### config.mk
export PLATFORM = sky130hd
export DESIGN_NAME = regfile_param_sb
export DESIGN_NICKNAME = d
export VERILOG_FILES = /design/src/rtl/rf_pkg.sv /design/src/rtl/rf_scoreboard.sv /design/src/rtl/regfile_param_sb.sv
export SDC_FILE = /design/constraint.sdc
export NUM_CORES = 1
export LEC_CHECK = 0
export CORE_ASPECT_RATIO = 1.5
export CORE_MARGIN = 4
export CORE_UTILIZATION = 60
export DETAILED_ROUTE_END_ITERATION = 8
export PLACE_DENSITY = 0.88
export SLEW_MARGIN = 10
export SYNTH_ARGS = -nofsm -noshare
export SYNTH_HDL_FRONTEND = slang
export SYNTH_SLANG_ARGS = --single-unit
### constraint.sdc
create_clock -name clk -period 2.6 [get_ports clk]
set_input_delay 0.26 -clock clk [delete_from_list [all_inputs] [get_ports clk]]
set_output_delay 0.26 -clock clk [all_outputs]
set_load 0.02 [all_outputs]
### src/rtl/rf_pkg.sv
// Shared definitions for the parametrised register file and its scoreboard.
package rf_pkg;

    // Default geometry of the register file
    localparam int DATA_W_DEF = 16;
    localparam int ADDR_W_DEF = 3;

    // Architectural address of the register that may be hardwired to zero
    localparam int REG_ZERO = 0;

    // Kind of access a read port resolves to in a given cycle
    typedef enum logic [1:0] {
        RD_ARRAY  = 2'd0,
        RD_BYPASS = 2'd1,
        RD_ZERO   = 2'd2
    } rd_src_e;

    // True when an address names the hardwired-zero register and that feature is enabled
    function automatic logic is_zero_reg(input int addr, input bit r0_zero);
        return r0_zero && (addr == REG_ZERO);
    endfunction

    // Pick the source of a read port: hardwired zero overrides bypass, bypass overrides the array
    function automatic rd_src_e rd_source(input logic zero_hit, input logic byp_hit);
        if (zero_hit)
            return RD_ZERO;
        else if (byp_hit)
            return RD_BYPASS;
        else
            return RD_ARRAY;
    endfunction

endpackage

### src/rtl/rf_scoreboard.sv
// Pending-write scoreboard: one bit per register, set on issue, cleared on writeback.
// Produces the WAW issue handshake and the RAW busy flags for both read ports.
module rf_scoreboard
    import rf_pkg::*;
#(
    parameter int ADDR_W  = ADDR_W_DEF,
    parameter bit BYPASS  = 1'b1,
    parameter bit R0_ZERO = 1'b0
) (
    input  logic              clk,
    input  logic              rst_n,
    input  logic              wr_en,
    input  logic [ADDR_W-1:0] wr_addr,
    input  logic              iss_en,
    input  logic [ADDR_W-1:0] iss_addr,
    input  logic [ADDR_W-1:0] rd_addr_a,
    input  logic [ADDR_W-1:0] rd_addr_b,
    output logic              iss_ready,
    output logic              busy_a,
    output logic              busy_b
);

    localparam int DEPTH = 1 << ADDR_W;

    logic [DEPTH-1:0] pending;
    logic [DEPTH-1:0] pending_nxt;

    logic wr_zero;
    logic iss_zero;
    logic rda_zero;
    logic rdb_zero;
    logic wr_hit_iss;
    logic wr_hit_a;
    logic wr_hit_b;

    assign wr_zero    = is_zero_reg(int'(wr_addr), R0_ZERO);
    assign iss_zero   = is_zero_reg(int'(iss_addr), R0_ZERO);
    assign rda_zero   = is_zero_reg(int'(rd_addr_a), R0_ZERO);
    assign rdb_zero   = is_zero_reg(int'(rd_addr_b), R0_ZERO);

    assign wr_hit_iss = wr_en && (wr_addr == iss_addr);
    assign wr_hit_a   = BYPASS && wr_en && (wr_addr == rd_addr_a);
    assign wr_hit_b   = BYPASS && wr_en && (wr_addr == rd_addr_b);

    // A writeback completing this cycle retires the hazard, so the issue may proceed
    assign iss_ready = !pending[iss_addr] || wr_hit_iss || iss_zero;

    // A read is only stalled if the value it needs is neither in flight on the bypass nor constant
    assign busy_a = pending[rd_addr_a] && !wr_hit_a && !rda_zero;
    assign busy_b = pending[rd_addr_b] && !wr_hit_b && !rdb_zero;

    // Next pending vector: writeback clears first, an accepted issue sets afterwards so set wins
    always_comb begin
        pending_nxt = pending;
        if (wr_en && !wr_zero)
            pending_nxt[wr_addr] = 1'b0;
        if (iss_en && iss_ready && !iss_zero)
            pending_nxt[iss_addr] = 1'b1;
    end

    // Pending bits, cleared immediately by reset
    always_ff @(posedge clk or negedge rst_n) begin
        if (!rst_n)
            pending <= '0;
        else
            pending <= pending_nxt;
    end

endmodule

### src/rtl/regfile_param_sb.sv
// Parametrised register file: two combinational read ports, one write port,
// optional write-to-read bypass, optional hardwired-zero R0 and a pending-write
// scoreboard used by decode to stall on RAW/WAW hazards.
module regfile_param_sb
    import rf_pkg::*;
#(
    parameter int DATA_W  = DATA_W_DEF,
    parameter int ADDR_W  = ADDR_W_DEF,
    parameter bit BYPASS  = 1'b1,
    parameter bit R0_ZERO = 1'b0
) (
    input  logic              clk,
    input  logic              rst_n,
    input  logic              wr_en,
    input  logic [ADDR_W-1:0] wr_addr,
    input  logic [DATA_W-1:0] wr_data,
    input  logic [ADDR_W-1:0] rd_addr_a,
    output logic [DATA_W-1:0] rd_data_a,
    input  logic [ADDR_W-1:0] rd_addr_b,
    output logic [DATA_W-1:0] rd_data_b,
    output logic              busy_a,
    output logic              busy_b,
    input  logic              iss_en,
    input  logic [ADDR_W-1:0] iss_addr,
    output logic              iss_ready
);

    localparam int DEPTH = 1 << ADDR_W;

    logic [DATA_W-1:0] regs [DEPTH];

    logic    wr_zero;
    logic    byp_a;
    logic    byp_b;
    rd_src_e src_a;
    rd_src_e src_b;

    assign wr_zero = is_zero_reg(int'(wr_addr), R0_ZERO);
    assign byp_a   = BYPASS && wr_en && (wr_addr == rd_addr_a);
    assign byp_b   = BYPASS && wr_en && (wr_addr == rd_addr_b);
    assign src_a   = rd_source(is_zero_reg(int'(rd_addr_a), R0_ZERO), byp_a);
    assign src_b   = rd_source(is_zero_reg(int'(rd_addr_b), R0_ZERO), byp_b);

    // Register storage; writes to a hardwired-zero R0 are dropped
    always_ff @(posedge clk or negedge rst_n) begin
        if (!rst_n) begin
            for (int i = 0; i < DEPTH; i++)
                regs[i] <= '0;
        end else if (wr_en && !wr_zero) begin
            regs[wr_addr] <= wr_data;
        end
    end

    // Read port A: zero, forwarded writeback data, or stored value
    always_comb begin
        rd_data_a = regs[rd_addr_a];
        case (src_a)
            RD_ZERO:   rd_data_a = '0;
            RD_BYPASS: rd_data_a = wr_data;
            default:   rd_data_a = regs[rd_addr_a];
        endcase
    end

    // Read port B: same selection as port A, fully independent
    always_comb begin
        rd_data_b = regs[rd_addr_b];
        case (src_b)
            RD_ZERO:   rd_data_b = '0;
            RD_BYPASS: rd_data_b = wr_data;
            default:   rd_data_b = regs[rd_addr_b];
        endcase
    end

    rf_scoreboard #(
        .ADDR_W  (ADDR_W),
        .BYPASS  (BYPASS),
        .R0_ZERO (R0_ZERO)
    ) u_scoreboard (
        .clk       (clk),
        .rst_n     (rst_n),
        .wr_en     (wr_en),
        .wr_addr   (wr_addr),
        .iss_en    (iss_en),
        .iss_addr  (iss_addr),
        .rd_addr_a (rd_addr_a),
        .rd_addr_b (rd_addr_b),
        .iss_ready (iss_ready),
        .busy_a    (busy_a),
        .busy_b    (busy_b)
    );

endmodule

---- Yosys cells after proc, flatten, opt, wreduce, memory -nomap -nowiden ----
Index checks and enable logic that the tools add are counted.
word-level totals
  bits in registers ....................... 136
  logic and storage cells ................. 70
operators by class
  $lt $le $gt $ge ......................... 10
  equality and inequality tests ........... 7
  multiplexer cells ....................... 25
  bitwise logic cells ..................... 6
  reductions and logical operators ........ 13
operator list
  operator            number
  $bwmux 128          1
  $bmux 16 s3         2
  $mux 16             5
  $pmux 16 s2         2
  $demux 16 s3        1
  $lt 3x4->1 const B  4
  $mux 8              2
  $ge 4x4->1 const B  3
  $not 3->4           3
  $bmux 1 s3          3
  $eq 3x3->1          3
  $logic_and 1x1->1   9
  $and 8x8->8         1
  $not 8->8           1
  $or 8x8->8          1
  $mux 1              7
  $demux 1 s3         2
  $ge 3x1->1 const B  2
  $lt 4x1->1 const B  1
  $logic_not 1->1     3
  $eq 1x2->1 const B  1
  $eq 2x1->1 const B  1
  $eq 2x2->1 const B  1
  $eq 1x1->1 const B  1
  $logic_or 1x1->1    1

---- Longest topological paths before layout ----
  word-level depth ........................ 9
  mapped depth ............................ 7
  mapped depth without buffers ............ 4

---- Modules after synthesis ----
From an unflattened synthesis, not the netlist that was laid out.
second synthesis, totals
  cell total of the unflattened synthesis .. 532
  area total of the unflattened synthesis .. 8260.4 µm²
modules (own cells, without submodules)
  module            times used  cells each  area each (µm²)  sequential area each (µm²)
  regfile_param_sb  1           452         7533.5           3203.1
  rf_scoreboard     1           80          726.9            200.2

---- Least setup slack after synthesis ----
Ideal clock, no wire load.
  path type ............................... input to output
  start point ............................. in rd_addr_a[0]
  end point ............................... out rd_data_a[10]
  data arrival time ....................... 1.429 ns
  data required time ...................... 2.340 ns
  path slack .............................. 0.911 ns
  stages .................................. 5
  buffers on the path ..................... 2
  cell sequence ........................... buf_4 -> buf_4 -> mux4_2 -> mux2i_1 -> a21oi_1
on the way
  longest elaborated chain between the ends .. 5
  elaborated cells on any way between the ends .. 10
RTL lines
  element                                                        RTL line                                        text
  start: declaration                                             regfile_param_sb.sv:17                          input logic [ADDR_W-1:0] rd_addr_a,
  $not 3->4 (not written as such) or $eq 3x3->1 (tied branches)  regfile_param_sb.sv:60, regfile_param_sb.sv:39
  $bmux 16 s3 or $logic_and 1x1->1 (tied branches)               regfile_param_sb.sv:60, regfile_param_sb.sv:39
  $mux 16 (not written as such) or $mux 1 (tied branches)        regfile_param_sb.sv:60, rf_pkg.sv:27
  $mux 16 (not written as such) (tied with other cells)          regfile_param_sb.sv:60                          default: rd_data_a = regs[rd_addr_a];
  $pmux 16 s2 (*)                                                regfile_param_sb.sv:57                          case (src_a)
  end: declaration                                               regfile_param_sb.sv:18                          output logic [DATA_W-1:0] rd_data_a,
Every way passes the cells marked *; elsewhere a longest branch is shown, timed or not. The select of a mux whose other input is x is not followed.

---- Worst setup path after layout ----
  start point ............................. in rd_addr_a[1]
  end point ............................... out rd_data_a[12]
Same word-level chain as after synthesis.

==> results.toml <==
[outcome]
status = "complete, no violations"

[synthesis]
syn_avg_cell_area_um2 = 14.2
synth.yosys.warnings = 0
syn_nets = 587
ys_seq_elements = 136
synthFlopType = "dfrtp_1"
ys_seq_area_frac = 0.431
synth-edff-count = 0
synth-async-reset-ratio = 1.00
ys_types = 40
synth.cell_area_um2 = 7900
postSynthCellCount = 555

[critical_path]
worstReg2RegStart = "u_scoreboard.pending[0]"
crit_path_start_kind = "primary input"
r2r_end = "u_scoreboard.pending[1]"
r2r_cells = 4
ff2ff_setup_slack_ns = 1.04
crit_fanout = 19
cp-startpoint = "rd_addr_a[1]"
cp.required_ns = 2.34
crit_arrival_ns = 2.30
critical_path_class = "in2out"
end_kind = "output port"

[final_layout]
drive_above_1_share = 0.439
layout.nets = 655
synthToLayoutAreaGrowth_pct = 19.8
antenna_cells = 0
nFillCells = 796
stdcell_area_um2 = 9460
final_util = 0.731

[sta]
worst_slew_pin_slew_ns = 0.523
finalHoldViolCount = 0
fin_crit_sh = 0.986
slew_headroom = 0.646
report.final.slew_viol_count = 0
clock_skew_ns = 0.00347
fmax_ghz = 0.390
setup_viol = 0
layout_min_cycle_time_ns = 2.56
rsz0062_at_grt = "no"

[clock_tree]
cts_sinks = 136
root_buffer = "clkbuf_16"
cts_made_buffers = 17
cts_tree = "yes"
cts_max_level = 4
cts_buffer_depth = 2
worstSkewPairLatency_ns = 0.41
clk_pin_slew_ns = 0.06

[pwr]
power.switching_mw = 2.21
switching_share = 0.290
power_frac_comb = 0.282
p_int_mw = 5.43
power_mw = 7.65
p_seq_frac = 0.391
powerDensity_nw_per_um2 = 808
p_leak_nw = 4.16
clockPowerShare = 0.326
max-vdd-ir-drop_mv = 0.572

[drt]
wl_um = 20200
dr_total_vias = 5345
drc = 0
drt_iter0_markers = 277
ant_nets = 0
wire_per_inst_um = 25.4
vias_per_cell = 6.73
firstDrtPassIters = 5

[min_path]
holdCritPathClass = "in2async"

[floorplan]
dieArea_um2 = 15100
core_region_area_um2 = 13000
ios = 67
row_count = 51
initial_utilization = 0.610
dieHeight_um = 149
die_w_um = 102

[placement]
hpwl_um = 12800
portBuffers = 66
dpl_cell_area_um2 = 8790
gp_congestion = 0.969

[global_route]
antenna_found_initial = 0
grt_max_degree = 61
grtUsageTotal = 0.284
grt_pass1_wl_um = 31700
grt_pass1_vias = 5689
grt_overflow_total = 0

[run]
drv_cap = 0
-- flip-flops by register name, summed over array words and instances, names as in the netlist --
name                  flops
u_scoreboard.pending      8
regs                    128
-- cell usage in the layout (no fill, tap or decap), types with 4 or more instances in the layout --
cell type,Yosys,routed
dfrtp_1,136,136
mux4_2,68,68
mux2_2,128,128
nor2_1,36,36
dlygate4sd2_1,0,5
clkbuf_16,0,17
dlymetal6s2s_1,0,22
buf_12,0,10
clkdlybuf4s50_1,0,36
a21oi_1,32,32
buf_4,27,31
nand2_1,5,5
mux2i_1,37,36
nand4_1,4,4
xnor2_1,7,7
inv_1,7,7
-- kinds of logic after synthesis --
logic type | Yosys count | share of synthesized area
simple gates | 67 | 0.0502
flops | 136 | 0.431
xor+xnor | 9 | 0.00998
buf+inv | 65 | 0.0518
compound gates | 45 | 0.0337
mux | 233 | 0.423
-- stage by stage --
step,setup TNS [ns],setup slack [ns],cells,hold slack (ns)
4_1_cts,0,0.000141,794,0.337
3_3_place_gp,-0.000407,-0.000407,762,0.226
2_1_floorplan,0,0.911,555,-0.0356
6_report,0,0.0375,794,0.330
5_1_grt,0,0.00156,794,0.378
3_5_place_dp,-0.0882,-0.0570,762,0.233
-- per-layer routing --
metal / track usage / vias up / wire [um]
met5: 0 / - / 0
met4: 0.131 / 0 / 864
met3: 0.0554 / 62 / 1380
met2: 0.474 / 268 / 10700
met1: 0.356 / 2772 / 7170
li1: - / 2243 / -
-- power groups by stage --
stage / registers, mW / clock network [mW] / logic [mW]
2_1_floorplan: 2.85 / 0 / 1.52
3_3_place_gp: 2.92 / 0 / 2.11
3_5_place_dp: 2.99 / 0 / 2.18
4_1_cts: 2.97 / 2.53 / 2.20
5_1_grt: 3.04 / 2.61 / 2.30
6_report: 2.99 / 2.49 / 2.16
-- worst max path at each step --
stage / end / slack [ns] / depth (start not counted)
finish: rd_data_a[12] / 0.04 / 7
global route: rd_data_a[12] / 0.002 / 7
CTS: rd_data_a[12] / 0.0001 / 7
detailed placement: rd_data_a[0] / -0.06 / 7
global placement: rd_data_a[0] / -0.0004 / 7
floorplan: rd_data_a[10] / 0.91 / 5
-- critical path, cell delays in order --
cell and delay, ns:
clkdlybuf4s50_1 0.50, buf_12 0.18, buf_4 0.16, mux4_2 0.32
mux2i_2 0.22, a21oi_1 0.10, clkdlybuf4s50_1 0.54
-- cell usage after synthesis (2+ instances only) --
cell        n  area share
xnor2_1     7      0.0078
clkbuf_2    2      0.0013
nand4_1     4      0.0032
clkbuf_1    2     0.00095
o22ai_1     2      0.0016
nand2b_1    3      0.0024
buf_6       5      0.0071
nor3_4      2      0.0041
a22o_1      2      0.0022
a21oi_1    32       0.020
mux2_2    128        0.18
o32ai_1     2      0.0022
buf_2      19       0.012
nor2b_1     2      0.0016
buf_4      27       0.026
a32o_1      2      0.0025
nand2_1     5      0.0024
nand4b_2    2      0.0038
mux4_2     68        0.19
xor2_1      2      0.0022
nor2_1     36       0.017
mux2i_1    37       0.047
dfrtp_1   136        0.43
nand3_1     3      0.0019
buf_1       3      0.0014
nand3b_1    2      0.0019
inv_1       7      0.0033
-- repair_timing --
action	4_1_cts	5_1_grt
gates resized for setup	6	22
buffers inserted	0	0
hold endpoints to repair	29	0
hold buffers	1	0
setup endpoints to repair	6	22
-- area by class of cell --
cell class / instances / area (um2) / share of cell area
multi-input cells: 354 / 4090 / 0.432
well taps: 159 / 199 / 0.0210
inverters: 7 / 26.3 / 0.00278
clock inverters: 10 / 144 / 0.0152
flip-flops and latches: 136 / 3400 / 0.360
repair buffers: 107 / 1130 / 0.120
clock buffers: 21 / 470 / 0.0497
Power figures use the tool's default switching activity.
